===== config.mk =====
export PLATFORM = sky130hd
export DESIGN_NAME = wddl_rx_decoder
export DESIGN_NICKNAME = d
export VERILOG_FILES = /design/src/rtl/wddl_rx_decoder.sv
export SDC_FILE = /design/constraint.sdc
export NUM_CORES = 1
export LEC_CHECK = 0
export BUFFER_PORTS_ARGS = -buffer_cell sky130_fd_sc_hd__buf_2
export CAP_MARGIN = 40
export CORE_ASPECT_RATIO = 0.9
export CORE_MARGIN = 1.5
export CORE_UTILIZATION = 54
export DETAILED_ROUTE_END_ITERATION = 8
export PLACE_DENSITY = 0.83
export SLEW_MARGIN = 20
export SYNTH_ARGS = -nofsm -noshare
export SYNTH_HDL_FRONTEND = slang
export SYNTH_SLANG_ARGS = --single-unit

===== constraint.sdc =====
create_clock -name clk -period 2.2 [get_ports clk]
set_input_delay 0.11 -clock clk [delete_from_list [all_inputs] [get_ports clk]]
set_output_delay 0.11 -clock clk [all_outputs]
set_load 0.02 [all_outputs]

===== src/rtl/wddl_rx_decoder.sv =====
// WDDL dual-rail receive terminator: tracks precharge/evaluate waves, decodes one
// token per evaluate phase into a single-entry valid/ready buffer and flags codeword faults.
module wddl_rx_decoder #(
  parameter int unsigned WIDTH   = 8,
  parameter int unsigned TIMEOUT = 4
) (
  input  logic             clk,
  input  logic             rst_n,
  input  logic [WIDTH-1:0] d_p_in,
  input  logic [WIDTH-1:0] d_n_in,
  input  logic             prech_in,
  output logic [WIDTH-1:0] data_out,
  output logic             valid_out,
  input  logic             ready_in,
  output logic             err_illegal,
  output logic             err_precharge,
  output logic             err_timeout,
  output logic             overrun
);

  localparam int unsigned CW = $clog2(TIMEOUT + 1);

  typedef enum logic [1:0] {
    S_PRE  = 2'd0,
    S_EVAL = 2'd1,
    S_DONE = 2'd2
  } state_t;

  state_t         state;
  logic [WIDTH-1:0] p_q;
  logic [WIDTH-1:0] n_q;
  logic           pre_q;
  logic           pre_d;
  logic           z_d;
  logic [CW-1:0]  cnt;

  logic           complete;
  logic           illegal;
  logic           entry;
  logic           eval_act;
  logic           capture;
  logic [CW-1:0]  cur_cnt;

  // Sample decode; the entry sample is evaluated in place as eval sample 1.
  always_comb begin
    complete = &(p_q ^ n_q);
    illegal  = |(p_q & n_q);
    entry    = pre_d & ~pre_q;
    eval_act = (state == S_EVAL) || ((state == S_PRE) && entry && z_d);
    cur_cnt  = (state == S_EVAL) ? cnt : CW'(1);
    capture  = eval_act && !illegal && complete;
  end

  always_ff @(posedge clk or negedge rst_n) begin
    if (!rst_n) begin
      p_q           <= '0;
      n_q           <= '0;
      pre_q         <= 1'b0;
      pre_d         <= 1'b0;
      z_d           <= 1'b0;
      state         <= S_PRE;
      cnt           <= '0;
      data_out      <= '0;
      valid_out     <= 1'b0;
      err_illegal   <= 1'b0;
      err_precharge <= 1'b0;
      err_timeout   <= 1'b0;
      overrun       <= 1'b0;
    end else begin
      p_q           <= d_p_in;
      n_q           <= d_n_in;
      pre_q         <= prech_in;
      pre_d         <= pre_q;
      z_d           <= ~|(p_q | n_q);
      err_illegal   <= 1'b0;
      err_precharge <= 1'b0;
      err_timeout   <= 1'b0;
      overrun       <= 1'b0;

      if (eval_act) begin
        if (illegal) begin
          err_illegal <= 1'b1;
          state       <= S_DONE;
        end else if (complete) begin
          state <= S_DONE;
        end else if (pre_q) begin
          err_timeout <= 1'b1;
          state       <= S_PRE;
        end else if (cur_cnt == CW'(TIMEOUT)) begin
          err_timeout <= 1'b1;
          state       <= S_DONE;
        end else begin
          cnt   <= cur_cnt + CW'(1);
          state <= S_EVAL;
        end
      end else begin
        if (illegal) err_illegal <= 1'b1;
        case (state)
          S_PRE: begin
            // Entry reached here only when the last precharge sample was not all-00.
            if (entry) begin
              err_precharge <= 1'b1;
              state         <= S_DONE;
            end
          end
          S_DONE:  if (pre_q) state <= S_PRE;
          default: state <= S_PRE;
        endcase
      end

      // Single-entry output buffer; a capture into a stalled full buffer is dropped.
      if (capture) begin
        if (!valid_out || ready_in) begin
          data_out  <= p_q;
          valid_out <= 1'b1;
        end else begin
          overrun <= 1'b1;
        end
      end else if (valid_out && ready_in) begin
        valid_out <= 1'b0;
      end
    end
  end

endmodule

# Word level (Yosys, flattened, before mapping)

Index checks and enable logic that the tools add are counted.

Bits of input ports: 20
Output and inout port bits: 13
Bits in registers: 37

Bitwise gates (word level): 8
Multiplexer cells: 23
Eq/ne operators: 6
Reductions and logical operators: 19
Add/sub/neg operators: 1

Operator list:

| cell                                                   | count |
|---|---|
| OR reduction 8 bit                                     | 2 |
| 2-to-1 mux 1 bit                                       | 14 |
| 2-to-1 mux 2 bit                                       | 7 |
| bitwise AND 8 bit                                      | 1 |
| OR 8 bit                                               | 1 |
| AND reduction 8 bit                                    | 1 |
| XOR 8 bit                                              | 1 |
| inequality test 3 bit (second input constant)          | 2 |
| AND reduction 2 bit                                    | 3 |
| logical AND 1 bit                                      | 5 |
| AND reduction 5 bit                                    | 1 |
| NOT 1 bit                                              | 4 |
| one-hot mux 2 bit (2 select lines)                     | 1 |
| adder 3 x 1 -> 3 bit (second input constant)           | 1 |
| == test 3 bit (second input constant)                  | 1 |
| logical NOT 1 bit                                      | 3 |
| 2-to-1 mux 3 bit                                       | 1 |
| == test 2 x 1 -> 1 bit (second input constant)         | 1 |
| == test 2 bit (second input constant)                  | 1 |
| logical NOT 2 bit                                      | 1 |
| logical OR 1 bit                                       | 2 |
| inequality test 2 x 1 -> 1 bit (second input constant) | 1 |
| nonzero test 2 bit                                     | 1 |
| bitwise AND 1 bit                                      | 1 |

# Depth between registers and ports, before layout

Depth after elaboration: 9
Gate-level depth with buffers: 8
Mapped depth without buffers: 8

# Least setup slack after synthesis

Ideal clock, no wire load.

Kind: reg2reg
From: reg state[1]
To: reg cnt[0]
Setup time: 0.125 ns
Arrival: 1.927 ns
Setup slack: 0.148 ns
Stages on the path, launching flop included: 9
Data required time: 2.075 ns
Cells stage by stage: dfrtp_1 > and2b_1 > and2_1 > inv_1 > ha_1 > and4b_1 > nor2_1 > nor4b_2 > mux2_2

Longest elaborated chain between the ends: 5

Ends and longest elaborated chain:

| element                                                               | RTL line | RTL |
|---|---|---|
| start, declared                                                       | 29       | `state_t state;` |
| start signal, assigned                                                | 61       | `state <= S_PRE;` |
| start signal, assigned                                                | 83       | `state <= S_DONE;` |
| start signal, assigned                                                | 85       | `state <= S_DONE;` |
| == test 2 x 1 -> 1 bit / logical NOT 2 bit (equally long branches)    | 49, 50   |  |
| 2-to-1 mux 3 bit / logical AND 1 bit (equally long branches)          | 50, 49   |  |
| == test 3 bit / logical AND 1 bit (equally long branches)             | 89, 49   |  |
| NOT 1 bit (no source line) / logical OR 1 bit (equally long branches) | n/a      |  |
| AND reduction 5 bit (no source line)                                  | n/a      |  |
| end signal, assigned                                                  | 93       | `cnt <= cur_cnt + CW'(1);` |
| end, declared                                                         | 35       | `logic [CW-1:0] cnt;` |

Parallel ways exist; a longest one is shown, timed or not.
A chain may end at the register's enable or synchronous reset.

# Worst setup path after layout

From: reg state[1]
To: reg cnt[2]

Same word-level chain as after synthesis.

==> results.py <==
metrics = {
    "route": {
        "num_vias": 1171,
        "vias_per_cell": 4.88,
        "ant_nets": 0,
        "drc": 0,
        "drt_first_pass_iters": 4,
        "routedWlPerCell_um": 14.8,
        "wl_mm": 3.56,
        "dr.first_iter.drc_count": 70,
    },
    "cts": {
        "clock_latency_ns": 0.35,
        "cts-root-buf": "clkbuf_4",
        "clk_path_buf_depth": 2,
        "cts_made_buffers": 5,
        "cts_sinks": 37,
        "clkSlewWorstSetupHoldPaths_ns": 0.11,
        "htreeDepth": 2,
        "cts_tree": "yes",
    },
    "sta": {
        "grt_setup_unrepaired": "true",
        "tightest_slew_ns": 0.336,
        "fmax_mhz": 463,
        "finClkSkew_ns": 0.00349,
        "period_share": 0.982,
        "hold_viol_final": 0,
        "finalMaxSlewViolations": 0,
        "relSlewSlack": 0.775,
        "layout_min_cycle_time_ns": 2.16,
        "setup_viol": 0,
    },
    "placement": {
        "gp_congestion": 0.793,
        "placed_cells": 203,
        "io_buffers": 32,
        "dp_hpwl_mm": 2.09,
    },
    "critical_path": {
        "critPathBufInv": 1,
        "critPathRequiredTime_ns": 2.49,
        "cp.arrival_ns": 2.45,
        "crit_chain": "and2b_1 > and2_4 > inv_2 > ha_4 > and4b_2 > nand4b_1 > or4_1 > nand3_1",
        "crit_path_max_incr_delay_ns": 0.53,
        "path_class": "reg2reg",
        "endpoint_kind": "flip-flop",
        "worstPathMaxFanout": 5,
        "critPathTopFamily": "simple AND/OR/NAND/NOR gates",
        "critPathLaunchType": "flip-flop",
        "cp_slowest_cell": "or4_1",
    },
    "grt": {
        "grt_max_degree": 38,
        "use_met3": 0.0837,
        "top_usage_layer": "met2",
        "antenna_found_initial": 0,
        "grt_use_met2": 0.346,
        "grt_first_pass_wirelength_mm": 5.30,
        "met1_usage": 0.267,
        "gr-total-overflow": 0,
        "grt_usage": 0.218,
        "grt_pass1_vias": 1143,
    },
    "cells_and_area": {
        "fin_cells": 240,
        "finish.utilization": 0.759,
        "area_growth_pct": 36.1,
        "diodes": 0,
        "drive_gt1_frac": 0.394,
        "nNetsFinal": 235,
    },
    "pwr": {
        "p_leak_nw": 1.19,
        "p_comb_frac": 0.113,
        "power_density_mw_per_mm2": 526,
        "clkPwrFrac": 0.291,
        "p_sw_frac": 0.258,
        "p_int_w": 0.000894,
        "pwr-share-seq": 0.596,
        "switchingPower_w": 0.000310,
        "total_power_w": 0.00120,
        "max-vdd-ir-drop_mv": 0.527,
    },
    "run_status": {
        "outcome": "finished clean",
    },
    "synthesis": {
        "yosysWarnings": 0,
        "syn-num-nets": 164,
        "yosysTopAreaCellShare": 0.550,
        "yosysUniqueCellTypes": 32,
        "synthCells": 126,
        "ys_ff_latch": 37,
        "ys_top_cells_by_area": "dfrtp_1 55%, ha_1 13%, mux2_4 7.1%",
        "synth_top_cell_by_area": "dfrtp_1",
        "postSynthAreaPerCell_sq_um": 13.4,
        "netlist_area_sq_mm": 0.00168,
        "synth-seq-area-share": 0.550,
    },
    "floorplanning": {
        "fp-row-count": 19,
        "start_util": 0.558,
        "pin_count": 33,
        "core_sq_mm": 0.00302,
        "die_height_um": 56.0,
        "die-area_sq_mm": 0.00346,
        "die_w_um": 61.9,
    },
    "hold_path": {
        "min_path_type": "in2async",
    },
    "job": {
        "maxCapViolations": 0,
    },
}
[routing by layer]
layer | routed length, um | vias to the layer above
met5 | 0 | -
met2 | 1740 | 38
met3 | 177 | 9
li1 | - | 567
met4 | 72 | 0
met1 | 1570 | 557
[cells in the final DEF (no fill, tap or decap), types with 2 or more instances in the layout]
cell           instances
mux2_2                 2
nor4_4                 2
a21oi_1                2
ha_1                  17
nand4_1                4
buf_2                 32
dfrtp_1               36
nand2b_1               3
buf_4                 13
nor3_1                 2
nor2_1                 5
clkbuf_4               5
dlygate4sd3_1         18
mux2_4                 8
inv_1                 19
clkinv_2               2
or4_1                  2
[cell usage after synthesis]
| library cell | number |
|---|---|
| nor4bb_2 | 1 |
| and4b_1 | 1 |
| nand2b_1 | 3 |
| nor2_2 | 1 |
| nor4_4 | 2 |
| and2_1 | 1 |
| nor4b_1 | 1 |
| nor2b_1 | 1 |
| dfrtp_1 | 37 |
| mux2_4 | 8 |
| nor4b_2 | 1 |
| o31ai_1 | 1 |
| nor3_1 | 2 |
| a21oi_1 | 2 |
| nor2_1 | 6 |
| o21ai_0 | 1 |
| nor3b_1 | 1 |
| ha_1 | 18 |
| nand2_1 | 1 |
| nor4_1 | 1 |
| and2b_1 | 1 |
| nand3_1 | 1 |
| nand4b_1 | 1 |
| nand2_2 | 1 |
| nand4_1 | 4 |
| inv_1 | 20 |
| mux2_2 | 2 |
| a31oi_4 | 1 |
| and3_1 | 1 |
| or4_1 | 2 |
| buf_6 | 1 |
| o22ai_1 | 1 |
[metrics by stage]
stage	TNS [ns]	area (sq um)	hold WS, ns	worst slack [ns]
finish	0	2290	0.0659	0.0392
global route	-0.0443	2290	0.0612	-0.0185
CTS	-0.0108	2150	0.0457	-0.00946
detailed placement	0	1920	0.219	0.0246
global placement	0	1920	0.217	0.0241
floorplan	0	1680	-0.186	0.148
[flip-flops by register name, summed over array words and instances, names as in the netlist]
signal         count
data_out           8
pre_q              1
err_timeout        1
valid_out          1
overrun            1
err_precharge      1
p_q                8
n_q                8
state              2
err_illegal        1
z_d                1
pre_d              1
cnt                3
[kinds of logic after synthesis]
kind of cell	after synthesis	share of synthesized area
buf+inv	21	0.0513
mux	10	0.0847
fa+ha+maj	18	0.134
flops	37	0.550
simple gates	34	0.151
compound gates	6	0.0297
[layout make-up]
type	count	area, sq um
inverter	20	75.1
tap	42	52.6
fill	196	727
clock inverter	3	17.5
sequential	37	927
timing repair buffer	65	469
multi-input combinational	68	713
clock buffer	5	37.5
[repair_timing]
action	4_1_cts	5_1_grt
resized for setup	0	11
pin swaps	0	6
hold buffers	18	0
endpoints found under the setup margin	2	11
buffers inserted	0	10
endpoints found under the hold margin	54	0
[worst reg2reg max path, delay by kind of cell (launching register included)]
kind | cells | cell delay, ns
DFF | 1 | 0.45
and+or+nand+nor | 6 | 1.48
buffers and inverters | 1 | 0.04
adders and majority gates | 1 | 0.14
[path summary, 6_finish.rpt]
| kind | startpoint | end | slack, ns | cells past startpoint |
|---|---|---|---|---|
| max in group asynchronous | rst_n | state[1]$_DFFE_PN0P_ | 1.76 | 3 |
| min in group clk | ready_in | valid_out$_DFFE_PN0P_ | 0.08 | 3 |
| worst max register to register | state[1]$_DFFE_PN0P_ | cnt[2]$_DFFE_PN0P_ | 0.04 | 8 |
| worst min register to register | state[1]$_DFFE_PN0P_ | err_precharge$_DFF_PN0_ | 0.49 | 1 |
| worst max-delay path | state[1]$_DFFE_PN0P_ | cnt[2]$_DFFE_PN0P_ | 0.04 | 8 |
| worst min-delay path | rst_n | data_out[7]$_DFFE_PN0P_ | 0.07 | 2 |
[power groups by stage]
stage	combinational (W)	clock (W)	sequential [W]
6_report	0.000137	0.000351	0.000718
3_5_place_dp	0.0000904	0	0.000731
4_1_cts	0.000115	0.000362	0.000718
3_3_place_gp	0.0000866	0	0.000729
5_1_grt	0.000151	0.000396	0.000721
2_1_floorplan	0.0000457	0	0.000729
Power figures use the tool's default switching activity.
